`src/rtl/fp_32_max_row_buffer.sv`:
```
// fp_32_max_row_buffer
// Row sequencer around the FP32 max compare tree. Stores one softmax row
// (a stream of OP_NUM-lane FP32 vectors) while forwarding each vector to the
// tree, waits for the tree's final running max, then replays the stored row
// downstream with every beat tagged by that maximum.
//
// Ports:
//   clk, rst            clock, synchronous active-high reset
//   in_*                upstream row stream (valid/ready, last marks row end)
//   tree_data/valid     vector forwarded to the compare tree
//   tree_en/tree_rst_n  tree enable and active-low running-max clear
//   tree_max/tree_vld   tree running max and its valid pulse
//   out_*               replayed row stream tagged with the row maximum
//   err_overflow        sticky flag: a row was cut at DEPTH entries
module fp_32_max_row_buffer #(
  parameter int OP_NUM     = 4,
  parameter int DATA_WIDTH = 32,
  parameter int DEPTH      = 16
) (
  input  logic                         clk,
  input  logic                         rst,
  input  logic [OP_NUM*DATA_WIDTH-1:0] in_data,
  input  logic                         in_valid,
  input  logic                         in_last,
  output logic                         in_ready,
  output logic [OP_NUM*DATA_WIDTH-1:0] tree_data,
  output logic                         tree_valid,
  output logic                         tree_en,
  output logic                         tree_rst_n,
  input  logic [DATA_WIDTH-1:0]        tree_max,
  input  logic                         tree_vld,
  output logic [OP_NUM*DATA_WIDTH-1:0] out_data,
  output logic [DATA_WIDTH-1:0]        out_max,
  output logic                         out_valid,
  output logic                         out_last,
  input  logic                         out_ready,
  output logic                         err_overflow
);

  localparam int VEC_W = OP_NUM * DATA_WIDTH;
  localparam int IDX_W = $clog2(DEPTH);
  localparam int PTR_W = $clog2(DEPTH) + 1;

  localparam logic [PTR_W-1:0] PTR_ZERO  = PTR_W'(0);
  localparam logic [PTR_W-1:0] PTR_ONE   = PTR_W'(1);
  localparam logic [PTR_W-1:0] PTR_LAST  = PTR_W'(DEPTH - 1);
  localparam logic [PTR_W-1:0] PTR_DEPTH = PTR_W'(DEPTH);

  typedef enum logic [1:0] {
    ST_CLEAR  = 2'd0,
    ST_FILL   = 2'd1,
    ST_WAIT   = 2'd2,
    ST_REPLAY = 2'd3
  } state_t;

  state_t                  state_r;
  state_t                  state_nxt_s;
  logic [VEC_W-1:0]        mem_r [DEPTH];
  logic [PTR_W-1:0]        wr_ptr_r;
  logic [PTR_W-1:0]        rd_ptr_r;
  logic [PTR_W-1:0]        rsp_cnt_r;
  logic [PTR_W-1:0]        row_len_r;
  logic [DATA_WIDTH-1:0]   max_r;
  logic                    err_r;

  logic                    accept_s;
  logic                    row_end_s;
  logic                    final_rsp_s;
  logic                    rd_last_s;
  logic                    fire_s;

  // Handshake and row-boundary decodes shared by the FSM and the datapath.
  always_comb begin
    accept_s    = (state_r == ST_FILL) && in_valid;
    // A row ends on in_last or when the last buffer entry is taken.
    row_end_s   = accept_s && (in_last || (wr_ptr_r == PTR_LAST));
    // The tree answers once per accepted vector; the row_len-th answer is final.
    final_rsp_s = (state_r == ST_WAIT) && tree_vld && (rsp_cnt_r == (row_len_r - PTR_ONE));
    rd_last_s   = (rd_ptr_r == (row_len_r - PTR_ONE));
    fire_s      = (state_r == ST_REPLAY) && out_ready;
  end

  // State register.
  always_ff @(posedge clk) begin
    if (rst) begin
      state_r <= ST_CLEAR;
    end else begin
      state_r <= state_nxt_s;
    end
  end

  // Next-state logic.
  always_comb begin
    state_nxt_s = state_r;
    case (state_r)
      ST_CLEAR: begin
        state_nxt_s = ST_FILL;
      end
      ST_FILL: begin
        if (row_end_s) begin
          state_nxt_s = ST_WAIT;
        end else begin
          state_nxt_s = ST_FILL;
        end
      end
      ST_WAIT: begin
        if (final_rsp_s) begin
          state_nxt_s = ST_REPLAY;
        end else begin
          state_nxt_s = ST_WAIT;
        end
      end
      ST_REPLAY: begin
        if (fire_s && rd_last_s) begin
          state_nxt_s = ST_CLEAR;
        end else begin
          state_nxt_s = ST_REPLAY;
        end
      end
      default: begin
        state_nxt_s = ST_CLEAR;
      end
    endcase
  end

  // Output decode; replay outputs read straight from the buffer so they hold while stalled.
  always_comb begin
    in_ready   = 1'b0;
    tree_valid = 1'b0;
    tree_en    = 1'b0;
    tree_rst_n = 1'b1;
    out_valid  = 1'b0;
    out_last   = 1'b0;
    out_data   = {VEC_W{1'b0}};
    out_max    = {DATA_WIDTH{1'b0}};
    case (state_r)
      ST_CLEAR: begin
        tree_rst_n = 1'b0;
      end
      ST_FILL: begin
        in_ready   = 1'b1;
        tree_en    = 1'b1;
        tree_valid = in_valid;
      end
      ST_WAIT: begin
        tree_en = 1'b1;
      end
      ST_REPLAY: begin
        out_valid = 1'b1;
        out_last  = rd_last_s;
        out_data  = mem_r[rd_ptr_r[IDX_W-1:0]];
        out_max   = max_r;
      end
      default: begin
        tree_rst_n = 1'b0;
      end
    endcase
  end

  assign tree_data    = in_data;
  assign err_overflow = err_r;

  // Row buffer, pointers, response counter, captured max and sticky overflow flag.
  always_ff @(posedge clk) begin
    if (rst) begin
      wr_ptr_r  <= PTR_ZERO;
      rd_ptr_r  <= PTR_ZERO;
      rsp_cnt_r <= PTR_ZERO;
      row_len_r <= PTR_ZERO;
      max_r     <= {DATA_WIDTH{1'b0}};
      err_r     <= 1'b0;
      for (int i = 0; i < DEPTH; i++) begin
        mem_r[i] <= {VEC_W{1'b0}};
      end
    end else begin
      case (state_r)
        ST_CLEAR: begin
          wr_ptr_r  <= PTR_ZERO;
          rd_ptr_r  <= PTR_ZERO;
          rsp_cnt_r <= PTR_ZERO;
          row_len_r <= PTR_ZERO;
        end
        ST_FILL: begin
          if (accept_s) begin
            mem_r[wr_ptr_r[IDX_W-1:0]] <= in_data;
            wr_ptr_r <= wr_ptr_r + PTR_ONE;
            if (in_last) begin
              row_len_r <= wr_ptr_r + PTR_ONE;
            end else if (wr_ptr_r == PTR_LAST) begin
              // Truncate: the following vector is treated as a new row.
              row_len_r <= PTR_DEPTH;
              err_r     <= 1'b1;
            end
          end
          if (tree_vld) begin
            rsp_cnt_r <= rsp_cnt_r + PTR_ONE;
          end
        end
        ST_WAIT: begin
          if (tree_vld) begin
            rsp_cnt_r <= rsp_cnt_r + PTR_ONE;
          end
          if (final_rsp_s) begin
            max_r <= tree_max;
          end
        end
        ST_REPLAY: begin
          if (fire_s) begin
            rd_ptr_r <= rd_ptr_r + PTR_ONE;
          end
        end
        default: begin
        end
      endcase
    end
  end

endmodule

```
`config.mk`:
```
export PLATFORM = sky130hd
export DESIGN_NAME = fp_32_max_row_buffer
export DESIGN_NICKNAME = d
export VERILOG_FILES = /design/src/rtl/fp_32_max_row_buffer.sv
export SDC_FILE = /design/constraint.sdc
export NUM_CORES = 2
export LEC_CHECK = 0
export BUFFER_PORTS_ARGS = -buffer_cell sky130_fd_sc_hd__buf_4
export CORE_UTILIZATION = 55
export CTS_CLUSTER_DIAMETER = 40
export DETAILED_ROUTE_END_ITERATION = 10
export HOLD_SLACK_MARGIN = 0.02
export PLACE_DENSITY = 0.76
export SETUP_SLACK_MARGIN = 0.3
export SLEW_MARGIN = 20
export SYNTH_ARGS = -nofsm -noshare
export SYNTH_HDL_FRONTEND = slang
export SYNTH_SLANG_ARGS = --single-unit
```
`constraint.sdc`:
```
create_clock -name clk -period 9.7 [get_ports clk]
set_clock_uncertainty 0.2 [all_clocks]
set_input_delay 2.425 -clock clk [delete_from_list [all_inputs] [get_ports clk]]
set_output_delay 2.425 -clock clk [all_outputs]
set_load 0.01 [all_outputs]
```
==> metrics <==
status finished, final reports clean; post-CTS sizing 0; DR DRC count 0; critical path class flop to output pin; Distinct cells, synth 50; f_max 0.148 GHz; peak supply drop 0.222 mV; Sink Count 2107; post-DP HPWL 126 mm; Initial DRC Count 6091; cts bufs inserted 291; Chip Width 418 microns; RSZ-0062 raised after global routing no; Min-Delay Path Class flop to flop; global-route usage over all layers 28.6%; sequential cell area 62700 sq um; endpoint class of the critical path output pin; routed vias/inst 6.14; Max Cap Violations 0; fin crit share 69.6%; core area 172000 sq um; setup violators final 0; vias in the first global route 55000; Setup TNS Final 0 ps; Post-synth EDFFs 2048; die area 175000 sq um; fin. max-slew vios 0; Worst Setup Start Kind flop; mean area per synthesized cell 15.8 sq um; commonest non-fill, non-tap cell in the layout and2_1; Slew headroom 19.4%; nets 6358; DP Worst Slack 3030 ps; PD cells 199 nW/um^2; FFs w/ async S/R, synth 0%; Synth top area share 64.7%; H-Tree Level Count 5; clk buf depth 4; YS warnings 0; final WL 249 mm; Row Count 152; IO Pins 461; CTS Root Cell clkbuf_16; Critical Path RT 7080 ps; Initial Util 55.4%; worst-margin pin slew 1210 ps; LEAKAGE 39.2 nW; top post-synthesis cells by area edfxtp_1 65%, and2_1 14%, mux4_2 12%, a22oi_1 2.0%, dfxtp_1 1.2%; Max FO, Critical Path 90; Fin. Hold Viols 0; area of the multi-input gates 29100 sq um; Seq cells post-synth 2107; Worst-Skew Late Latency 910 ps; wire per inst 28.6 microns; Worst Path Arrival 4130 ps; Reg clk slew, reported paths 50 ps; Synthesized Nets 6213; post-CTS setup buffers 0; Layout area overhead 14.1%; first-pass GRT wire length 364 mm; Mapped Cells 6035; global placement routability congestion 0.781; DIE HEIGHT 418 microns; I/O Buffers 460; largest net degree at the start of global routing 136; Top FF cell, synth edfxtp_1; layout cells sized above 1 24.1%; biggest area consumer among synthesized cells edfxtp_1; synthesized cell area 95100 sq um; antenna-violating nets left 0; # hold bufs at CTS 0; DR pass1 iterations 5; most frequent cells in the layout 2080 x and2_1, 2048 x edfxtp_1, 512 x mux4_2; fillers 11800; CTS tree built; min cycle time layout 6760 ps; initial antenna violation count 8; Seq/Total Area, Yosys 65.9%; setup ws final 2940 ps; grt ovf 0; via total after detailed routing 53400
==> worst max-delay path, cell delays in order, from the launching register on <==
cell     delay [ps]
dfxtp_4         870
buf_12          570
mux4_2          600
a22oi_1         480
a21oi_1         230
buf_4           210
==> cell families (layout without fill, tap and decap cells) <==
kind of cell / count (synthesis) / count (layout) / share of synthesized area (%)
AO/OA/AOI/OAI: 410 / 410 / 2.88
XOR/XNOR: 23 / 23 / 0.234
adder cells (fa/ha/maj): 12 / 12 / 0.158
buffers and inverters: 699 / 1048 / 3.66
flip-flops: 2107 / 2107 / 65.9
multiplexers: 547 / 547 / 12.5
other: 0 / 1 / 0
AND/OR/NAND/NOR: 2237 / 2237 / 14.7
==> layer usage <==
layer	global-route usage [%]	wire length (microns)	vias up	part of all wire (%)
li1	-	-	22400	-
met1	39.3	94800	27500	38
met2	46.7	122000	3019	49
met3	4.99	24500	472	9.8
met4	9.11	7590	4	3.1
met5	0	32	-	0.013
==> cells in the mapped netlist, types with 3 or more instances <==
cell type / instances
clkbuf_1: 298
clkbuf_2: 142
a22oi_1: 259
nand4_1: 6
dfxtp_1: 59
and2_1: 2081
buf_6: 3
buf_4: 153
a32oi_1: 4
buf_2: 63
nand2b_1: 68
xor2_1: 15
buf_1: 27
edfxtp_1: 2048
mux4_2: 512
inv_1: 12
mux2i_1: 33
a21oi_1: 136
xnor2_1: 6
nor2_2: 12
or2_2: 16
nor2_1: 28
ha_1: 12
nand2_1: 7
nor2b_1: 3
==> where the power goes <==
part	internal, mW	switching (mW)	total, mW
combinational	0.257	0.536	0.792
clock	6.40	4.02	10.4
sequential	10.3	0.0843	10.4
total	16.9	4.64	21.6
==> worst paths after layout <==
kind	slack, ps	to	cells past startpoint	startpoint
min reg2reg	270	max_r[14]	2	max_r[14]
max reg2reg	4820	mem_r[6][24]	9	state_r[1]
max	2940	out_data[64]	5	flop
min	270	max_r[14]	2	max_r[14]
==> flip-flops by register name, summed over array words and instances, names as in the netlist, named ones only <==
register,cells
rd_ptr_r,5
max_r,32
row_len_r,5
state_r,2
rsp_cnt_r,5
wr_ptr_r,5
err_overflow,1
mem_r,2048
==> stage by stage <==
| stage | power (mW) | hold WS (ps) | cells | cell area, sq um | util [%] |
|---|---|---|---|---|---|
| floorplan | 11.0 | 241 | 6035 | 95100 | - |
| global placement | 11.3 | 255 | 8195 | 99100 | 57.7 |
| detailed placement | 11.3 | 261 | 8196 | 99100 | 57.7 |
| CTS | 21.7 | 273 | 8693 | 109000 | 63.2 |
| global route | 22.1 | 291 | 8694 | 109000 | 63.2 |
| finish | 21.6 | 271 | 8695 | 109000 | 63.2 |
==> cell type report <==
type	instances	share of cell area, %
sequential	2107	57.7
multi-input combinational	3229	26.8
clock buffer	329	7.02
timing repair buffer	538	4.04
tap	2310	2.66
clock inverter	168	1.67
inverter	13	0.0496
antenna	1	0.00231
Power figures use the tool's default switching activity.
